==> config.mk <==
export PLATFORM = sky130hd
export DESIGN_NAME = alu_accumulator
export DESIGN_NICKNAME = d
export VERILOG_FILES = /design/src/rtl/alu_accumulator.sv
export SDC_FILE = /design/constraint.sdc
export NUM_CORES = 1
export LEC_CHECK = 0
export ABC_CLOCK_PERIOD_IN_PS = 5310
export CORE_MARGIN = 2
export CORE_UTILIZATION = 40
export CTS_CLUSTER_DIAMETER = 30
export DETAILED_ROUTE_END_ITERATION = 8
export DONT_BUFFER_PORTS = 1
export PLACE_DENSITY = 0.57
export RECOVER_POWER = 25
export SLEW_MARGIN = 5
export SYNTH_ARGS = -nofsm -noshare
export SYNTH_HDL_FRONTEND = slang
export SYNTH_SLANG_ARGS = --single-unit
export TNS_END_PERCENT = 100
==> constraint.sdc <==
create_clock -name clk -period 5.31 [get_ports clk]
set_input_delay 1.3275 -clock clk [delete_from_list [all_inputs] [get_ports clk]]
set_output_delay 1.3275 -clock clk [all_outputs]
set_load 0.01 [all_outputs]
==> src/rtl/alu_accumulator.sv <==
// Execute-stage ALU and accumulator: single-cycle MOV/arithmetic/logic ops on AR and
// Flags, plus a serial shift-add multiplier that writes {AH, AR} after DATA_WIDTH steps.

`ifndef ALU_ACCUMULATOR_DEFS
`define ALU_ACCUMULATOR_DEFS
`define ZERO          0
`define CARRY         1
`define NEG           2
`define OV            3
`define ALU_OPER2_BIT 2
`define LOAD_I        3'b000
`define LOAD_X        3'b001
`endif

module alu_accumulator #(
    parameter int DATA_WIDTH      = 8,
    parameter int INST_DATA_WIDTH = 8
) (
    input  logic                       clk,
    input  logic                       arst,
    input  logic                       exec,
    input  logic [INST_DATA_WIDTH-1:0] ir,
    input  logic [INST_DATA_WIDTH-1:0] ibr,
    input  logic [DATA_WIDTH-1:0]      mem_data,
    output logic [DATA_WIDTH-1:0]      AR,
    output logic [DATA_WIDTH-1:0]      AH,
    output logic [3:0]                 Flags,
    output logic                       busy,
    output logic                       done
);
    localparam int W  = DATA_WIDTH;
    localparam int CW = $clog2(W + 1);

    typedef enum logic {S_IDLE, S_MUL} state_t;

    state_t        state;
    state_t        state_next;
    logic [CW-1:0] count;
    logic [W-1:0]  mcand;
    logic [W-1:0]  mplier;
    logic [2*W-1:0] prod;
    logic [2*W:0]   step_sum;
    logic [2*W-1:0] prod_next;
    logic           last_step;

    logic [1:0]   cls;
    logic [2:0]   op;
    logic [W-1:0] opb;
    logic         accept;
    logic         mul_start;
    logic         unused_ir;

    assign cls       = ir[7:6];
    assign op        = ir[5:3];
    assign opb       = ir[`ALU_OPER2_BIT] ? mem_data : W'(ibr);
    assign unused_ir = ^ir[1:0];

    // exec is only honoured while idle; anything arriving during a MUL is dropped.
    assign accept    = exec && (state == S_IDLE);
    assign mul_start = accept && (cls == 2'b01) && (op == 3'b100);
    assign last_step = (state == S_MUL) && (count == CW'(W - 1));

    // Right-shifting shift-add: add the multiplicand into the top half, then shift down.
    assign step_sum  = {1'b0, prod} + (mplier[0] ? {1'b0, mcand, {W{1'b0}}} : '0);
    assign prod_next = step_sum[2*W:1];

    always_ff @(posedge clk) begin
        if (arst) begin
            state <= S_IDLE;
        end else begin
            state <= state_next;
        end
    end

    always_comb begin
        state_next = state;
        case (state)
            S_IDLE:  if (mul_start) state_next = S_MUL;
            S_MUL:   if (last_step) state_next = S_IDLE;
            default: state_next = S_IDLE;
        endcase
    end

    always_comb begin
        busy = (state == S_MUL);
        done = last_step;
    end

    logic [W-1:0] res;
    logic [W:0]   ext;
    logic [W-1:0] bb;
    logic         cin;
    logic         is_sub;
    logic         c_new;
    logic         v_new;
    logic         wr_ar;
    logic         wr_zn;
    logic         wr_cv;

    always_comb begin
        res    = '0;
        ext    = '0;
        bb     = opb;
        cin    = 1'b0;
        is_sub = 1'b0;
        c_new  = 1'b0;
        v_new  = 1'b0;
        wr_ar  = 1'b0;
        wr_zn  = 1'b0;
        wr_cv  = 1'b0;
        case (cls)
            2'b00: begin
                if (op == `LOAD_I) begin
                    res   = W'(ibr);
                    wr_ar = 1'b1;
                    wr_zn = 1'b1;
                end else if (op == `LOAD_X) begin
                    res   = mem_data;
                    wr_ar = 1'b1;
                    wr_zn = 1'b1;
                end
            end
            2'b01: begin
                // INC/DEC are ADD/SUB with B forced to 1 so carry and overflow follow the same rules.
                if (op == 3'b101 || op == 3'b110) bb = W'(1);
                cin    = (op == 3'b001 || op == 3'b011) ? Flags[`CARRY] : 1'b0;
                is_sub = (op == 3'b010 || op == 3'b011 || op == 3'b110 || op == 3'b111);
                if (is_sub) ext = {1'b0, AR} - {1'b0, bb} - {{W{1'b0}}, cin};
                else        ext = {1'b0, AR} + {1'b0, bb} + {{W{1'b0}}, cin};
                res   = ext[W-1:0];
                c_new = ext[W];
                if (is_sub) v_new = (AR[W-1] != bb[W-1]) && (res[W-1] != AR[W-1]);
                else        v_new = (AR[W-1] == bb[W-1]) && (res[W-1] != AR[W-1]);
                wr_zn = (op != 3'b100);
                wr_cv = (op != 3'b100);
                wr_ar = (op != 3'b100) && (op != 3'b111);
            end
            2'b10: begin
                case (op)
                    3'b000: res = AR & opb;
                    3'b001: res = AR | opb;
                    3'b010: res = AR ^ opb;
                    3'b011: res = ~AR;
                    3'b100: begin res = {AR[W-2:0], 1'b0};     c_new = AR[W-1]; end
                    3'b101: begin res = {1'b0, AR[W-1:1]};     c_new = AR[0];   end
                    3'b110: begin res = {AR[W-2:0], AR[W-1]};  c_new = AR[W-1]; end
                    default: begin res = {AR[0], AR[W-1:1]};   c_new = AR[0];   end
                endcase
                wr_ar = 1'b1;
                wr_zn = 1'b1;
                wr_cv = 1'b1;
            end
            default: ;
        endcase
    end

    always_ff @(posedge clk) begin
        if (arst) begin
            AR     <= '0;
            AH     <= '0;
            Flags  <= '0;
            mcand  <= '0;
            mplier <= '0;
            prod   <= '0;
            count  <= '0;
        end else if (state == S_MUL) begin
            prod   <= prod_next;
            mplier <= mplier >> 1;
            count  <= count + 1'b1;
            if (last_step) begin
                AR            <= prod_next[W-1:0];
                AH            <= prod_next[2*W-1:W];
                Flags[`ZERO]  <= (prod_next == '0);
                Flags[`NEG]   <= prod_next[2*W-1];
                Flags[`CARRY] <= |prod_next[2*W-1:W];
                Flags[`OV]    <= |prod_next[2*W-1:W];
            end
        end else if (accept) begin
            if (mul_start) begin
                mcand  <= AR;
                mplier <= opb;
                prod   <= '0;
                count  <= '0;
            end
            if (wr_ar) AR <= res;
            if (wr_zn) begin
                Flags[`ZERO] <= (res == '0);
                Flags[`NEG]  <= res[W-1];
            end
            if (wr_cv) begin
                Flags[`CARRY] <= c_new;
                Flags[`OV]    <= v_new;
            end
        end
    end

endmodule

# Word-level counts from Yosys, hierarchy flattened

Cells that the tools add are included.

Register bits after elaboration: 57
Bits of input ports: 27
Output and inout port bits: 22
Word-level logic and storage cells: 112

Add/sub/neg operators: 6
Equality and inequality tests: 16
Muxes and demuxes: 43
Bitwise logic cells: 5
Reduce and logical (&&, ||, !) cells: 32

Operators with widths:

| kind                                        | number |
|---|---|
| 8-bit two-way mux                           | 9 |
| 16-bit two-way mux                          | 4 |
| 8-bit one-hot mux with 7 select lines       | 1 |
| 4-bit two-way mux                           | 6 |
| 8-bit one-hot mux with 3 select lines       | 1 |
| 7-bit two-way mux                           | 3 |
| 9-bit two-way mux                           | 2 |
| 16-bit by 16-bit adder with 17-bit output   | 1 |
| 16-bit logical NOT                          | 1 |
| 3-bit equality test, second input constant  | 4 |
| 3-bit AND reduction                         | 4 |
| 1-bit two-way mux                           | 11 |
| 2-bit nonzero test                          | 5 |
| 8-bit by 8-bit adder with 9-bit output      | 1 |
| 9-bit by 1-bit adder with 9-bit output      | 1 |
| 8-bit by 8-bit subtractor with 9-bit output | 1 |
| 9-bit by 1-bit subtractor with 9-bit output | 1 |
| 8-bit AND                                   | 1 |
| 8-bit logical NOT                           | 1 |
| 8-bit inverter                              | 1 |
| 8-bit OR                                    | 1 |
| 1-bit one-hot mux with 2 select lines       | 4 |
| 8-bit OR reduction                          | 1 |
| 8-bit XOR                                   | 1 |
| other kinds (19)                            | 36 |

# Logic depth before layout (Yosys ltp)

Word-level depth: 15
Gate-level depth with buffers: 16
Depth with buffers taken out: 13

# Least setup slack after synthesis

Ideal clock, no wire load.

Path kind: input to register
From: in ir[4]
To: reg Flags[0]
Library setup time: 70 ps
Data arrival time: 4594 ps
Path slack: 646 ps
Cell stages on the path: 16
Buffers on the path: 3
Path through: buf_6 buf_2 xor2_1 and2_1 clkbuf_1 nand2b_1 inv_1 fa_1 fa_1 nor3_1 nor3_1 o31ai_1 xnor2_1 o221ai_1 or4_1 a21oi_1

Word-level cells in the longest chain between the ends: 13
Elaborated cells on any way between the ends: 36

Ends and longest elaborated chain:

| element                                                                                                      | RTL line      | text |
|---|---|---|
| start, declared                                                                                              | 22            | `input logic [INST_DATA_WIDTH-1:0] ir,` |
| 3-bit equality test, on equally long branches                                                                | 125, 139, 127 |  |
| 1-bit logical OR                                                                                             | 125           | `if (op == 3'b101 \|\| op == 3'b110) bb = W'(1);` |
| 8-bit two-way mux                                                                                            | 125           |  |
| 8-bit two-way mux                                                                                            | 111           | `case (cls)` |
| 8-bit by 8-bit adder with 9-bit output / 8-bit by 8-bit subtractor with 9-bit output (equally long branches) | 129, 128      |  |
| 9-bit by 1-bit adder with 9-bit output / 9-bit by 1-bit subtractor with 9-bit output (equally long branches) | 129, 128      |  |
| 9-bit two-way mux                                                                                            | 128           | `if (is_sub) ext = {1'b0, AR} - {1'b0, bb} - {{W{1'b0}}, cin};` |
| 9-bit two-way mux                                                                                            | 111           |  |
| 8-bit one-hot mux with 3 select lines                                                                        | 111           |  |
| 8-bit logical NOT                                                                                            | 187           | `` Flags[`ZERO] <= (res == '0); `` |
| 1-bit two-way mux                                                                                            | 186           | `if (wr_zn) begin` |
| 4-bit two-way mux                                                                                            | 178           | `end else if (accept) begin` |
| 4-bit two-way mux                                                                                            | 166           | `end else if (state == S_MUL) begin` |
| end signal, assigned by index                                                                                | 187           |  |
| end signal, assigned by index                                                                                | 188           | `` Flags[`NEG] <= res[W-1]; `` |
| end signal, assigned by index                                                                                | 191           | `` Flags[`CARRY] <= c_new; `` |
| end, declared                                                                                                | 27            | `output logic [3:0] Flags,` |

Several ways; a longest one is shown, not always the timed one. The select of a mux whose other input is x is not followed.
A chain may end at the register's enable or synchronous reset.

# Worst setup path in the final report

From: in ir[2]
To: reg Flags[0]

Word-level cells in the longest chain between the ends: 12
Elaborated cells on any way between the ends: 18

Ends and longest elaborated chain:

| element                                                                                                      | RTL line | text |
|---|---|---|
| 8-bit two-way mux *                                                                                          | 55       | `` assign opb = ir[`ALU_OPER2_BIT] ? mem_data : W'(ibr); `` |
| 8-bit two-way mux                                                                                            | 125      |  |
| 8-bit two-way mux                                                                                            | 111      |  |
| 8-bit by 8-bit adder with 9-bit output / 8-bit by 8-bit subtractor with 9-bit output (equally long branches) | 129, 128 |  |
| 9-bit by 1-bit adder with 9-bit output / 9-bit by 1-bit subtractor with 9-bit output (equally long branches) | 129, 128 |  |
| 9-bit two-way mux                                                                                            | 128      |  |
| 9-bit two-way mux                                                                                            | 111      |  |
| 8-bit one-hot mux with 3 select lines *                                                                      | 111      |  |
| 8-bit logical NOT *                                                                                          | 187      |  |
| 1-bit two-way mux *                                                                                          | 186      |  |
| 4-bit two-way mux *                                                                                          | 178      |  |
| 4-bit two-way mux *                                                                                          | 166      |  |

Mark *: on every way between the ends. The rest lies on a longest branch, timed or not. The select of a mux whose other input is x is not followed.

==> impl_metrics.yaml <==
sta:
  fmax_ghz: 0.236
  finalClockSkew_ns: 0.00433
  worst_pin_slew_ns: 0.946
  slew_headroom_pct: 36.8
  min_period_ns: 4.23
  whs_ns: 0.446
  finalSetupViolCount: 0
  setup_tns_ns: 0
  slew_viol_final: 0
  hold_viol_final: 0
  rsz0062_at_grt: "no"
  period_share_pct: 79.7
clock_network:
  h-tree-depth: 2
  cts_hold_buffers: 0
  cts_made_buffers: 5
  cts_tree: "built"
  cts_resized: 0
  cts-root-buf: "clkbuf_16"
  clockBufferDepth: 2
  clk_latency_ns: 0.29
  cts_sinks: 56
  cts_post_setup_buffers_inserted: 0
  clk_transition_reported_paths_ns: 0.07
setup_path:
  start_kind: "primary input"
  cp.required_ns: 5.53
  path_class: "primary input to flop"
  crit_fanout: 8
  critPathLaunch: "ir[2]"
  critical_path_arrival_ns: 4.46
  cp-end-kind: "flop"
  r2r_start: "AR[0]"
floorplanning:
  die_height_um: 113
  dieArea_sq_um: 12800
  fp.dieW_um: 113
  io_pins: 49
  start_util_pct: 41.3
  num_rows: 39
  coreArea_sq_um: 11500
layout:
  final_nets: 659
  layoutNonFillerInstCount: 721
  diodes: 0
  nFillCells: 1186
  area_growth_pct: 4.95
  multi_input_area_sq_um: 3320
  final_common_cell: "nand2_1"
  regArea_sq_um: 1120
  design_area_sq_um: 4990
  mostFrequentLayoutCells: "nand2_1, dfxtp_1, nor2_1, a21oi_1, ha_1"
  drive_above_1_share_pct: 5.71
worst_hold_path:
  min_path_type: "flop to flop"
  hold_path_startpoint: "mcand[5]"
power_and_ir_drop:
  p_total_uw: 1130
  power_density_nw_per_um2: 226
  peakVddDrop_uv: 140
  p_leak_uw: 0.00200
synthesis:
  synthCells: 601
  avgSynthCellArea_sq_um: 7.90
  synthesis.area_sq_um: 4750
  synthMuxAreaShare_pct: 8.48
  synth_warnings: 0
  synth_top_family_by_area: "simple AND/OR/NAND/NOR gates"
  synth-seq-cells: 56
  synthDistinctLibCells: 75
  syn_nets: 683
  seq_area_frac_synth_pct: 23.6
  synth_edf_count: 0
  async_flop_share_pct: 0
  synth_compound_area_share_pct: 18.9
  synth-xor-area-share_pct: 2.58
  ys.flop_type: "dfxtp_1"
  synthAdderAreaFrac_pct: 15.3
  yosys.area_share.simple_pct: 24.6
route:
  avgViaCountPerCell: 5.80
  vias: 4185
  drc: 5
  drt-pass1-iter-count: 7
  first_iter_violations: 378
  route.detailed.wl_per_inst_um: 18.0
  wl_um: 13000
  postRouteAntennaNets: 0
global_route:
  grt_pass1_wl_um: 21300
  grt_max_degree: 57
  grtUsageTotal_pct: 20.5
  grt_overflow: 0
  antenna_found_initial: 0
  grt_pass1_vias: 4016
place:
  dp_hpwl_um: 9440
  dp.cells: 713
  gp_congestion: 0.885
  portBuffers: 0
  placed_cell_area_sq_um: 4800
status:
  violations: "DRC"
  status: "finished, violations left"
flow_run:
  drv_cap: 0
final timing paths:
| check | end | slack [ns] | cells after the start |
|---|---|---|---|
| hold / removal | mcand[5] | 0.45 | 2 |
| setup reg to reg | Flags[0] | 1.67 | 10 |
| hold reg to reg | mcand[5] | 0.45 | 2 |
| setup / recovery | Flags[0] | 1.08 | 13 |
cell families (layout without fill, tap and decap cells):
group	after synthesis	after routing
fa+ha+maj	55	55
mux	36	36
buf+inv	77	54
flops	56	56
simple gates	233	233
xor+xnor	14	14
compound gates	130	130
metrics by stage:
stage	utilization (%)	worst slack, ns
after floorplan	-	0.646
after global placement	41.7	0.820
after detailed placement	41.7	0.795
after CTS	43.3	1.09
after global routing	43.3	0.875
final	43.3	1.08
registers in the layout, summed over array words and instances (netlist names):
signal and flops:
AH 8, AR 8, Flags 4, busy 1, count 4, mcand 8, mplier 8, prod 15
Yosys cell counts, types with 4 or more instances:
| cell | n | share of area [%] |
|---|---|---|
| inv_1 | 43 | 3.4 |
| a22oi_1 | 6 | 0.95 |
| mux2_2 | 6 | 1.4 |
| a311oi_1 | 7 | 1.3 |
| buf_2 | 9 | 0.95 |
| mux2i_1 | 23 | 4.8 |
| a211oi_1 | 6 | 0.95 |
| nand2b_1 | 12 | 1.6 |
| nand4_1 | 6 | 0.79 |
| o22ai_1 | 4 | 0.53 |
| fa_1 | 5 | 2.1 |
| nor2_1 | 53 | 4.2 |
| nand3b_1 | 9 | 1.4 |
| o21ai_0 | 8 | 0.84 |
| xor2_1 | 5 | 0.92 |
| dfxtp_1 | 56 | 24 |
| ha_1 | 50 | 13 |
| xnor2_1 | 9 | 1.7 |
| a221oi_1 | 7 | 1.3 |
| o211ai_1 | 4 | 0.63 |
| nand2_1 | 80 | 6.3 |
| mux2_1 | 4 | 0.95 |
| a31oi_1 | 5 | 0.66 |
| nor3_1 | 18 | 1.9 |
| clkbuf_1 | 21 | 1.7 |
| nand3_1 | 5 | 0.53 |
| nor2b_1 | 10 | 1.3 |
| and2_1 | 9 | 1.2 |
| a21oi_1 | 50 | 5.3 |
metal layers:
metal  vias up  GRT usage (%)  part of all wire (%)
met5         -              0                     0
met4         0           2.68                  0.82
met3         8           3.96                   5.7
met2        89           31.8                    45
met1      1999           30.4                    48
li1       2089              -                     -
critical path, stage by stage:
cell	delay [ns]
mux2_2	0.35
inv_1	0.08
nand2b_1	0.10
fa_1	0.58
inv_1	0.07
ha_1	0.19
o21ai_1	0.23
and3b_1	0.19
o21ai_0	0.12
a311oi_2	0.37
nand4_1	0.19
or4_1	0.51
a21oi_1	0.14
report_power, final:
part | switching, uW | internal [uW]
sequential | 19.9 | 427
clock | 151 | 249
combinational | 157 | 123
cell type report:
| cell class | count | area share [%] |
|---|---|---|
| Clock inverter | 1 | 0.602 |
| Sequential cell | 56 | 22.5 |
| Multi-Input combinational cell | 468 | 66.5 |
| Tap cell | 143 | 3.59 |
| Timing Repair Buffer | 3 | 0.452 |
| Inverter | 43 | 3.24 |
| Clock buffer | 7 | 3.06 |
(Power assumes the default switching activity.)
